### src/rtl/alu_op_sequencer.sv
// Initiator side of the 16-bit ALU interface: accepts an operation, drives the ALU from
// registered operands, captures the outcome after a settle time and returns it on a response channel.
module alu_op_sequencer #(
    parameter int WIDTH         = 16,
    parameter int SETTLE_CYCLES = 1
) (
    input  logic             clk,
    input  logic             reset,
    input  logic             req_valid,
    output logic             req_ready,
    input  logic [3:0]       req_op,
    input  logic [WIDTH-1:0] req_a,
    input  logic [WIDTH-1:0] req_b,
    output logic [WIDTH-1:0] alu_operand_A,
    output logic [WIDTH-1:0] alu_operand_B,
    output logic [3:0]       alu_control,
    input  logic [WIDTH-1:0] alu_result,
    input  logic [2:0]       alu_compare_flags,
    input  logic             alu_zero_indicator,
    input  logic             alu_should_skip,
    output logic             rsp_valid,
    input  logic             rsp_ready,
    output logic [WIDTH-1:0] rsp_result,
    output logic             rsp_zero,
    output logic             rsp_skip,
    output logic             rsp_illegal,
    output logic [2:0]       flags_reg,
    output logic             busy
);

    typedef enum logic [1:0] {
        IDLE  = 2'd0,
        DRIVE = 2'd1,
        RESP  = 2'd2
    } state_t;

    localparam logic [3:0] SETTLE_LOAD = 4'(SETTLE_CYCLES);
    localparam logic [3:0] OP_CMP      = 4'd11;

    state_t           state_q, state_d;
    logic [3:0]       cnt_q, cnt_d;
    logic [WIDTH-1:0] op_a_q, op_a_d, op_b_q, op_b_d;
    logic [3:0]       ctrl_q, ctrl_d;
    logic [WIDTH-1:0] result_q, result_d;
    logic             zero_q, zero_d, skip_q, skip_d, illegal_q, illegal_d;
    logic             rsp_valid_q, rsp_valid_d;
    logic [2:0]       flags_q, flags_d;
    logic             req_ready_q, req_ready_d, busy_q, busy_d;

    // Ops whose zero indicator is meaningful to the consumer
    function automatic logic zero_op(input logic [3:0] op);
        logic r;
        case (op)
            4'd0, 4'd1, 4'd2, 4'd5, 4'd6, 4'd7, 4'd8, 4'd9, 4'd10: r = 1'b1;
            default:                                               r = 1'b0;
        endcase
        return r;
    endfunction

    // Ops that produce a skip decision
    function automatic logic skip_op(input logic [3:0] op);
        logic r;
        case (op)
            4'd3, 4'd4, 4'd12, 4'd13: r = 1'b1;
            default:                  r = 1'b0;
        endcase
        return r;
    endfunction

    // Next-state and datapath update
    always_comb begin
        state_d     = state_q;
        cnt_d       = cnt_q;
        op_a_d      = op_a_q;
        op_b_d      = op_b_q;
        ctrl_d      = ctrl_q;
        result_d    = result_q;
        zero_d      = zero_q;
        skip_d      = skip_q;
        illegal_d   = illegal_q;
        rsp_valid_d = rsp_valid_q;
        flags_d     = flags_q;
        case (state_q)
            IDLE: begin
                if (req_valid) begin
                    if (req_op >= 4'd14) begin
                        // Illegal ops bypass the ALU and answer immediately
                        state_d     = RESP;
                        rsp_valid_d = 1'b1;
                        illegal_d   = 1'b1;
                        result_d    = '0;
                        zero_d      = 1'b0;
                        skip_d      = 1'b0;
                    end else begin
                        state_d = DRIVE;
                        op_a_d  = req_a;
                        op_b_d  = req_b;
                        ctrl_d  = req_op;
                        cnt_d   = SETTLE_LOAD;
                    end
                end else begin
                    state_d = IDLE;
                end
            end
            DRIVE: begin
                if (cnt_q == 4'd1) begin
                    state_d     = RESP;
                    rsp_valid_d = 1'b1;
                    illegal_d   = 1'b0;
                    result_d    = alu_result;
                    zero_d      = zero_op(ctrl_q) ? alu_zero_indicator : 1'b0;
                    skip_d      = skip_op(ctrl_q) ? alu_should_skip : 1'b0;
                    if (ctrl_q == OP_CMP) begin
                        flags_d = alu_compare_flags;
                    end else begin
                        flags_d = flags_q;
                    end
                end else begin
                    cnt_d = cnt_q - 4'd1;
                end
            end
            RESP: begin
                if (rsp_ready) begin
                    state_d     = IDLE;
                    rsp_valid_d = 1'b0;
                end else begin
                    state_d = RESP;
                end
            end
            default: begin
                state_d = IDLE;
            end
        endcase
        req_ready_d = (state_d == IDLE);
        busy_d      = (state_d != IDLE);
    end

    // State and output registers with synchronous reset
    always_ff @(posedge clk) begin
        if (reset) begin
            state_q     <= IDLE;
            cnt_q       <= 4'd0;
            op_a_q      <= '0;
            op_b_q      <= '0;
            ctrl_q      <= 4'd0;
            result_q    <= '0;
            zero_q      <= 1'b0;
            skip_q      <= 1'b0;
            illegal_q   <= 1'b0;
            rsp_valid_q <= 1'b0;
            flags_q     <= 3'b000;
            req_ready_q <= 1'b1;
            busy_q      <= 1'b0;
        end else begin
            state_q     <= state_d;
            cnt_q       <= cnt_d;
            op_a_q      <= op_a_d;
            op_b_q      <= op_b_d;
            ctrl_q      <= ctrl_d;
            result_q    <= result_d;
            zero_q      <= zero_d;
            skip_q      <= skip_d;
            illegal_q   <= illegal_d;
            rsp_valid_q <= rsp_valid_d;
            flags_q     <= flags_d;
            req_ready_q <= req_ready_d;
            busy_q      <= busy_d;
        end
    end

    assign req_ready     = req_ready_q;
    assign busy          = busy_q;
    assign alu_operand_A = op_a_q;
    assign alu_operand_B = op_b_q;
    assign alu_control   = ctrl_q;
    assign rsp_valid     = rsp_valid_q;
    assign rsp_result    = result_q;
    assign rsp_zero      = zero_q;
    assign rsp_skip      = skip_q;
    assign rsp_illegal   = illegal_q;
    assign flags_reg     = flags_q;

endmodule
### config.mk
export PLATFORM = sky130hd
export DESIGN_NAME = alu_op_sequencer
export DESIGN_NICKNAME = d
export VERILOG_FILES = /design/src/rtl/alu_op_sequencer.sv
export SDC_FILE = /design/constraint.sdc
export NUM_CORES = 1
export LEC_CHECK = 0
export BUFFER_PORTS_ARGS = -buffer_cell sky130_fd_sc_hd__buf_2
export CORE_AREA = 10 10 92 94
export CTS_CLUSTER_SIZE = 20
export DETAILED_ROUTE_END_ITERATION = 6
export DIE_AREA = 0 0 102 104
export HOLD_SLACK_MARGIN = 0.08
export PLACE_DENSITY_LB_ADDON = 0.08
export SETUP_SLACK_MARGIN = 0.05
export SLEW_MARGIN = 30
export SYNTH_ARGS = -nofsm -noshare
export SYNTH_HDL_FRONTEND = slang
export SYNTH_SLANG_ARGS = --single-unit
### constraint.sdc
create_clock -name clk -period 3.55 [get_ports clk]
set_input_delay 0.1775 -clock clk [delete_from_list [all_inputs] [get_ports clk]]
set_output_delay 0.1775 -clock clk [all_outputs]
set_load 0.005 [all_outputs]
==> flow_summary.yaml <==
die:
  rows: 30
  die_w_um: 102
  io_pins: 122
  core-area_sq_um: 6681
  dieArea_sq_um: 10610
  fp.dieH_um: 104
  initial_utilization_pct: 38.80
yosys:
  ys_ff_latch: 68
  synthCells: 297
  async_flop_share_pct: 0
  synth_area_per_cell_sq_um: 8.729
  synthFlopType: "dfxtp_1"
  yosysSeqAreaShare_pct: 52.51
  syn_area_sq_um: 2592
  yosysUniqueCellTypes: 39
  synth_nets: 360
  synth-edff-count: 0
  synth_warnings: 0
placed_design:
  post_dp_cell_area_sq_um: 3201
  port_buffers: 121
  globalplace.congestion: 0.7174
  place_inst: 480
  dpl.hpwl_mm: 5.248
critical_path:
  crit_fanout: 22
  path_class: "reg -> reg"
  arrival_ns: 2.13
  cp.required_ns: 3.73
  start_kind: "register"
  r2r_cells: 6
  cp-end-kind: "register"
finish:
  final_util_pct: 56.70
  antennaDiodeCount: 0
  area_growth_pct: 46.14
  filler_cell_count: 632
  finalNonFillerCells: 536
  layout-drive-gt1-share_pct: 31.80
  fin_nets: 514
  multi_input_area_sq_um: 1111
  ff_latch_area_sq_um: 1361
  stdcell_area_sq_um: 3789
sta:
  fin_setup_tns_ns: 0
  timing_worst_slew_pin_value_ns: 0.9328
  max-slew-margin-rel_pct: 37.81
  min_period_over_period_pct: 54.72
  fin_skew_ns: 0.004051
  finalSetupViolCount: 0
  min_period_ns: 1.943
  slew_viol_final: 0
  fmax_mhz: 514.8
  rsz0062_at_grt: "no"
  hold_viol_final: 0
detailed_routing:
  ant_nets: 0
  drtPass1Iterations: 4
  viasPerCell: 4.744
  drc: 0
  num_vias: 2543
  wl_per_cell_um: 14.28
  drt_iter0_drc: 81
  wl_mm: 7.652
grt:
  grt_use_total_pct: 14.52
  grt_pass1_wl_mm: 12.65
  grt_pass1_vias: 2600
  grt-ovfl-total: 0
  grt_start_max_net_pins: 45
  antenna_found_initial: 0
status:
  status: "complete, no violations"
pwr:
  leakage_nw: 1.728
  ir_drop_uv: 207.1
  p_per_area_nw_per_um2: 458.3
cts:
  worstSkewPairLatency_ns: 0.33
  cts_tree: "built"
  clk_pin_slew_ns: 0.07
  htreeDepth: 3
  clockRootBuffer: "clkbuf_8"
  clockBufferDepth: 2
  cts-buffers-inserted: 9
  cts_sinks: 68
hold_path:
  holdPathStages: 3
  hp-class: "in -> reg"
flow_run:
  maxCapViolations: 0
-- stage by stage --
stage          power [mW]  worst slack (ns)  hold WS [ns]
6_report            1.736             1.607       0.09418
5_1_grt             1.837             1.428       0.09494
4_1_cts             1.764             1.548       0.08059
3_5_place_dp        1.137             1.574        0.4248
3_3_place_gp        1.134             1.498        0.4148
2_1_floorplan       1.032             1.912        0.3135
-- repair_timing --
item / in CTS / in global routing
gates resized for setup: 0 / 0
endpoints found under the hold margin: 40 / 0
hold buffers: 40 / 0
buffers inserted: 0 / 0
-- logic make-up after synthesis --
family	share of synthesized area, %
AO/OA/AOI/OAI	16.75
XOR/XNOR	0.6758
adder cells (fa/ha/maj)	0.9651
buffers and inverters	4.729
flip-flops	52.51
multiplexers	1.158
AND/OR/NAND/NOR	23.22
-- layout by cell type, fill, tap and decap left out, types with 3 or more instances in the layout --
cell	Yosys	final
a21oi_1	43	43
a22oi_1	17	17
buf_2	2	121
clkbuf_8	0	12
clkinv_2	0	3
dfxtp_1	68	68
dlygate4sd3_1	0	40
inv_1	4	4
mux2i_1	3	3
nand2_1	72	71
nand2b_1	3	3
nand3_1	4	4
nand4b_1	3	3
nor2_1	22	22
nor3_1	6	6
o21ai_0	3	3
-- area by class of cell --
class,count,area share (%)
clock buffers,12,4.359
clock inverters,4,0.5945
inverters,4,0.3963
multi-input cells,206,29.33
flip-flops and latches,68,35.93
well taps,80,2.642
repair buffers,162,26.75
-- power by group --
group	internal, mW	leakage, nW	switching, mW
logic	0.143	1.07	0.159
clock network	0.307	0.0982	0.279
registers	0.816	0.556	0.0325
total	1.27	1.73	0.470
-- critical path: stages (launching register included) --
cell and delay, ns:
dfxtp_1 0.35, inv_1 0.07, ha_1 0.18, nor3b_1 0.17
a22oi_2 0.74, or3_1 0.22, a21oi_1 0.06
-- cells in the mapped netlist, types with 2 or more instances --
master    count  area, sq um
or3_1         2        12.51
a21o_1        2        15.01
dfxtp_1      68         1361
buf_2         2        10.01
nand2_1      72        270.3
nor3_1        6        30.03
a22oi_1      17        127.6
or3b_1        2        17.52
nor2_1       22        82.58
ha_1          2        25.02
o21ai_0       3        15.01
nand2b_1      3        18.77
xor2_1        2        17.52
nand3_1       4        20.02
a21oi_1      43        215.2
clkbuf_1     12        45.04
mux2i_1       3        30.03
nor2b_1       2        12.51
inv_1         4        15.01
nand4b_1      3        26.28
buf_6         4        45.04
nor2_4        2        22.52
-- metal layers --
layer | vias to the layer above | track usage (%) | part of all wire [%]
li1 | 1317 | - | -
met1 | 1126 | 17.04 | 43
met2 | 91 | 22.56 | 45
met3 | 9 | 6.246 | 10
met4 | 0 | 5.746 | 1.4
met5 | - | 0 | 0
-- final timing paths --
path	slack, ns	to	start
max	1.61	rsp_skip	cnt_q[1]
max reg2reg	1.61	rsp_skip	cnt_q[1]
min reg2reg	0.45	alu_operand_B[6]	alu_operand_B[6]
min	0.09	rsp_result[15]	alu_result[15]
(Power assumes the default switching activity.)
